===== src/rtl/lsu_pkg.sv =====
// Shared definitions for the load/store unit: funct3 codes, FSM states and
// the alignment rule used at request acceptance.
package lsu_pkg;

  localparam logic [2:0] F3_B  = 3'b000;
  localparam logic [2:0] F3_H  = 3'b001;
  localparam logic [2:0] F3_W  = 3'b010;
  localparam logic [2:0] F3_BU = 3'b100;
  localparam logic [2:0] F3_HU = 3'b101;

  typedef enum logic [2:0] {
    S_IDLE    = 3'd0,
    S_RD_ADDR = 3'd1,
    S_LD_DATA = 3'd2,
    S_RMW_WR  = 3'd3,
    S_WR      = 3'd4,
    S_RESP    = 3'd5
  } lsu_state_t;

  // Halfwords need an even address, words a 4-byte aligned one.
  function automatic logic is_misaligned(input logic [2:0] funct3,
                                         input logic [1:0] lane);
    logic bad;
    bad = 1'b0;
    if ((funct3 == F3_H) || (funct3 == F3_HU))
      bad = lane[0];
    else if (funct3 == F3_W)
      bad = (lane != 2'b00);
    return bad;
  endfunction

endpackage


===== src/rtl/lsu_align.sv =====
// Lane handling for the load/store unit: extracts and extends load data
// from a memory word, and merges sub-word store data into a memory word.
module lsu_align
  import lsu_pkg::*;
(
  input  logic [31:0] word,
  input  logic [31:0] wdata,
  input  logic [2:0]  funct3,
  input  logic [1:0]  lane,
  output logic [31:0] load_data,
  output logic [31:0] merged
);

  logic [31:0] shifted;
  logic [4:0]  byte_sh;
  logic [4:0]  half_sh;
  logic [31:0] mask;
  logic [31:0] ins;

  // Little-endian extract with sign/zero extension, and read-modify-write merge.
  always_comb begin
    byte_sh   = {lane, 3'b000};
    half_sh   = {lane[1], 4'b0000};
    shifted   = 32'd0;
    load_data = word;
    mask      = 32'd0;
    ins       = 32'd0;
    merged    = wdata;
    case (funct3)
      F3_B: begin
        shifted   = word >> byte_sh;
        load_data = {{24{shifted[7]}}, shifted[7:0]};
        mask      = 32'h0000_00FF << byte_sh;
        ins       = {24'd0, wdata[7:0]} << byte_sh;
        merged    = (word & ~mask) | ins;
      end
      F3_BU: begin
        shifted   = word >> byte_sh;
        load_data = {24'd0, shifted[7:0]};
      end
      F3_H: begin
        shifted   = word >> half_sh;
        load_data = {{16{shifted[15]}}, shifted[15:0]};
        mask      = 32'h0000_FFFF << half_sh;
        ins       = {16'd0, wdata[15:0]} << half_sh;
        merged    = (word & ~mask) | ins;
      end
      F3_HU: begin
        shifted   = word >> half_sh;
        load_data = {16'd0, shifted[15:0]};
      end
      default: begin
        load_data = word;
        merged    = wdata;
      end
    endcase
  end

endmodule


===== src/rtl/load_store_unit.sv =====
// Load/store unit between execute and a word-wide synchronous data memory
// without byte enables. Sub-word stores are done as read-modify-write.
module load_store_unit
  import lsu_pkg::*;
#(
  parameter int ADDR_W = 17
) (
  input  logic              clk,
  input  logic              rst,
  input  logic              req_valid,
  output logic              req_ready,
  input  logic              req_load,
  input  logic              req_store,
  input  logic [2:0]        req_funct3,
  input  logic [31:0]       req_addr,
  input  logic [31:0]       req_wdata,
  output logic              resp_valid,
  output logic [31:0]       resp_rdata,
  output logic              resp_err,
  output logic [ADDR_W-1:0] mem_addr,
  output logic              mem_we,
  output logic [31:0]       mem_wd,
  input  logic [31:0]       mem_rd
);

  lsu_state_t        state;
  logic [ADDR_W-1:0] lat_word;
  logic [1:0]        lat_lane;
  logic [31:0]       lat_wdata;
  logic [2:0]        lat_funct3;
  logic              lat_store;
  logic [31:0]       rdata_reg;
  logic              err_reg;

  logic              acc_store;
  logic              acc_load;
  logic              f3_ok;
  logic              acc_err;
  lsu_state_t        acc_next;
  logic [31:0]       load_data;
  logic [31:0]       merged;

  // Address bits above the memory range wrap around and are deliberately dropped.
  logic unused_addr_bits;
  assign unused_addr_bits = ^req_addr[31:ADDR_W+2];

  lsu_align u_align (
    .word      (mem_rd),
    .wdata     (lat_wdata),
    .funct3    (lat_funct3),
    .lane      (lat_lane),
    .load_data (load_data),
    .merged    (merged)
  );

  // Classify an incoming request and choose the state it enters on acceptance.
  always_comb begin
    acc_store = req_store;
    acc_load  = req_load & ~req_store;
    if (acc_store)
      f3_ok = (req_funct3 == F3_B) || (req_funct3 == F3_H) || (req_funct3 == F3_W);
    else
      f3_ok = (req_funct3 == F3_B) || (req_funct3 == F3_H) || (req_funct3 == F3_W) ||
              (req_funct3 == F3_BU) || (req_funct3 == F3_HU);
    acc_err = (acc_store | acc_load) &
              (~f3_ok | is_misaligned(req_funct3, req_addr[1:0]));
    if (acc_err || !(acc_store || acc_load))
      acc_next = S_RESP;
    else if (acc_store && (req_funct3 == F3_W))
      acc_next = S_WR;
    else
      acc_next = S_RD_ADDR;
  end

  // Sequencer: accept, memory access steps, single-cycle response.
  always_ff @(posedge clk) begin
    if (rst) begin
      state      <= S_IDLE;
      lat_word   <= '0;
      lat_lane   <= 2'd0;
      lat_wdata  <= 32'd0;
      lat_funct3 <= 3'd0;
      lat_store  <= 1'b0;
      rdata_reg  <= 32'd0;
      err_reg    <= 1'b0;
    end else begin
      case (state)
        S_IDLE: begin
          if (req_valid) begin
            lat_word   <= req_addr[ADDR_W+1:2];
            lat_lane   <= req_addr[1:0];
            lat_wdata  <= req_wdata;
            lat_funct3 <= req_funct3;
            lat_store  <= acc_store;
            rdata_reg  <= 32'd0;
            err_reg    <= acc_err;
            state      <= acc_next;
          end
        end
        S_RD_ADDR: state <= lat_store ? S_RMW_WR : S_LD_DATA;
        S_LD_DATA: begin
          rdata_reg <= load_data;
          state     <= S_RESP;
        end
        S_RMW_WR:  state <= S_RESP;
        S_WR:      state <= S_RESP;
        S_RESP:    state <= S_IDLE;
        default:   state <= S_IDLE;
      endcase
    end
  end

  assign req_ready  = (state == S_IDLE);
  assign resp_valid = (state == S_RESP);
  assign resp_rdata = rdata_reg;
  assign resp_err   = err_reg;
  assign mem_addr   = lat_word;
  assign mem_we     = ((state == S_WR) || (state == S_RMW_WR)) && !rst;
  assign mem_wd     = (state == S_WR) ? lat_wdata : merged;

endmodule

===== config.mk =====
export PLATFORM = sky130hd
export DESIGN_NAME = load_store_unit
export DESIGN_NICKNAME = d
export VERILOG_FILES = /design/src/rtl/lsu_pkg.sv /design/src/rtl/lsu_align.sv /design/src/rtl/load_store_unit.sv
export SDC_FILE = /design/constraint.sdc
export NUM_CORES = 1
export LEC_CHECK = 0
export BUFFER_PORTS_ARGS = -buffer_cell sky130_fd_sc_hd__clkbuf_2
export CAP_MARGIN = 25
export CORE_MARGIN = 5
export CORE_UTILIZATION = 43
export CTS_CLUSTER_DIAMETER = 150
export DETAILED_ROUTE_END_ITERATION = 7
export PLACE_DENSITY = 0.84
export SLEW_MARGIN = 20
export SYNTH_ARGS = -nofsm -noshare
export SYNTH_HDL_FRONTEND = slang
export SYNTH_SLANG_ARGS = --single-unit

===== constraint.sdc =====
create_clock -name clk -period 1.7 [get_ports clk]
set_input_delay 0.17 -clock clk [delete_from_list [all_inputs] [get_ports clk]]
set_output_delay 0.17 -clock clk [all_outputs]
set_load 0.05 [all_outputs]

==> metrics <==
first-pass GRT wire length=24900 um; num ports=189; Max VDD drop=513 uV; diode count=0; vias per cell=5.69; Fmax achieved=467 MHz; P&R area growth vs syn=50.1%; I/O Buffers=175; Layout fillers=813; RSZ-0062 raised after global routing=true; worst skew pair latency=360 ps; Final Slew Violations=0; Worst Path Max Fanout=8; Iter 0 DRT Violations=296; CTS tree=done; Critical-path top delay cell=or3b_4; sequential area share after synthesis=0.419; Lkg Pwr=2.77 nW; Layout Nets=827; clock slew at reported path FFs=90 ps; CP required=1530 ps; Worst Hold Class=input port to register; largest net degree at the start of global routing=42; skew final=8.33 ps; Num CTS Buffers=9; Setup TNS=-11630 ps; final WL=16000 um; Die Y=111 um; worst hold slack=20.3 ps; DRT antenna net count=0; Arr. time, crit path=1970 ps; clk buf depth=2; GR Overflow Total=0; Setup crit end kind=output pin; Post-synth EDFFs=0; max_cap viols=0; # rows=36; Final period util=1.26; Tightest Pin Transition=496 ps; Final Hold Fails=0; Reg area=0.00183 mm^2; synthesized cell area=0.00435 mm^2; Mean Syn Cell Area=8.23 um^2; Routability Congestion=0.938; Final setup viols=33; Synth warnings=0; Syn Nets=632; main flop type after synthesis=dfxtp_1; Critical Path, Cell by Cell=or3b_4 > and4_4 > and2_4 > a221o_2 > clkbuf_16; H-Tree Depth=3; effective utilization at floorplan=0.443; failing checks=negative setup slack; DR DRC count=0; Multi-input gate area=0.00255 mm^2; Pwr Density=1110 mW/mm^2; GRT Total Usage=0.251; synth unique cells=45; CP startpoint kind=register; Max-Slew Margin vs Limit=0.665; Overall Power=0.00722 W; min Tclk post-route=2140 ps; wire per inst=18.6 um; WS Path Type=register to output pin; vias in the first global route=4753; ys async rst share=0; largest stage delay on the critical path=400 ps; Die Area=0.0122 mm^2; status=complete, but fails checks; root buf cell=clkbuf_8; fin util=0.664; Gate Count Post-Synth=528; Synth Register Bits=91; post-route setup slack=-443 ps; CP bufs+invs=1; pre-CTS WS=-147 ps; share of cells above drive strength 1=0.427; via count=4902; HPWL after DPL=12200 um; CP top delay family=simple AND/OR/NAND/NOR gates; Core Area=0.00982 mm^2; initial antenna violation count=0; width of the die=111 um; clock sinks=91; Pre-antenna DRT Iters=6
## through the flow
| stage | cells | cell area, um^2 |
|---|---|---|
| floorplan | 528 | 4540 |
| global placement | 837 | 5910 |
| detailed placement | 837 | 5910 |
| CTS | 856 | 6410 |
| global route | 861 | 6520 |
| finish | 861 | 6520 |
## power breakdown
| part | leakage [nW] | switching, W | internal, W |
|---|---|---|---|
| clock | 0.0998 | 0.000736 | 0.000764 |
| combinational | 1.93 | 0.00193 | 0.00132 |
| sequential | 0.744 | 0.000168 | 0.00230 |
## registers in the layout, summed over array words and instances, names as in the netlist
signal and flops:
state 3, lat_store 1, resp_rdata 32, lat_lane 2, resp_err 1, lat_wdata 32
mem_addr 17, lat_funct3 3
## cell type report
cell class	count	area share
multi-input combinational	392	0.391
sequential	91	0.281
timing repair buffer	225	0.269
tap	133	0.0255
clock buffer	13	0.0244
clock inverter	3	0.00710
inverter	4	0.00230
## cell usage in the layout (no fill, tap or decap), drive strengths merged, types with 2 or more instances in the layout
cell / instances
a22o: 5
or3: 8
buf: 73
nor2b: 3
a21oi: 72
nor4b: 2
a32oi: 3
o2bb2ai: 20
nand2: 134
nor3: 5
dfxtp: 91
nor3b: 2
mux2i: 16
mux2: 9
and4: 2
inv: 4
a221o: 28
o21ai: 35
a211oi: 2
clkbuf: 164
nor2: 17
or3b: 3
and2: 12
a22oi: 5
## Yosys cell counts, drive strengths merged, types with 3 or more instances
cell type  instances  area, um^2
or3                8        50.1
and2              12        75.1
nor3               5        25.0
a32oi              3        26.3
nor2              17        66.3
clkbuf            22        82.6
mux2i             16         160
a21oi             72         372
o2bb2ai           20         175
nor2b              3        18.8
nand2            134         505
dfxtp             91        1820
a22o               5        43.8
or3b               3        26.3
buf               19         113
a221o             28         280
inv                4        15.0
o21ai             35         179
a22oi              5        37.5
mux2               9         101
## cells by family after synthesis
kind of cell    synth area share
simple gates               0.197
compound gates             0.270
flops                      0.419
buf+inv                   0.0484
mux                       0.0654
## tightest hold or removal path: cells and delay by family
family	cells	cell delay (ps)
buf+inv	1	80
compound gates	1	50
simple gates	1	40
## worst paths after layout
path         slack, ps                           to  depth (start not counted)                       from
max               -440                   mem_wd[15]                          5      state[2]$_SDFFE_PP0P_
min reg2reg        450    mem_addr[14]$_SDFFE_PP0P_                          2  mem_addr[14]$_SDFFE_PP0P_
max reg2reg         20  resp_rdata[22]$_SDFFE_PP0P_                          6   lat_lane[0]$_SDFFE_PP0P_
min                 20   lat_wdata[12]$_SDFFE_PP0P_                          3              req_wdata[12]
## layer usage
layer	global-route usage	vias to the layer above	share of wire
met5	0	-	0
met4	0.109	0	0.037
met3	0.0667	46	0.097
met2	0.417	284	0.48
met1	0.304	2279	0.39
li1	-	2293	-
## what timing repair did
item	4_1_cts	5_1_grt
setup endpoints to repair	34	58
pin swaps	2	3
hold buffers	1	0
gates resized for setup	59	27
setup buffers	2	4
gates cloned	0	1
endpoints found under the hold margin	1	0
Power figures use the tool's default switching activity.
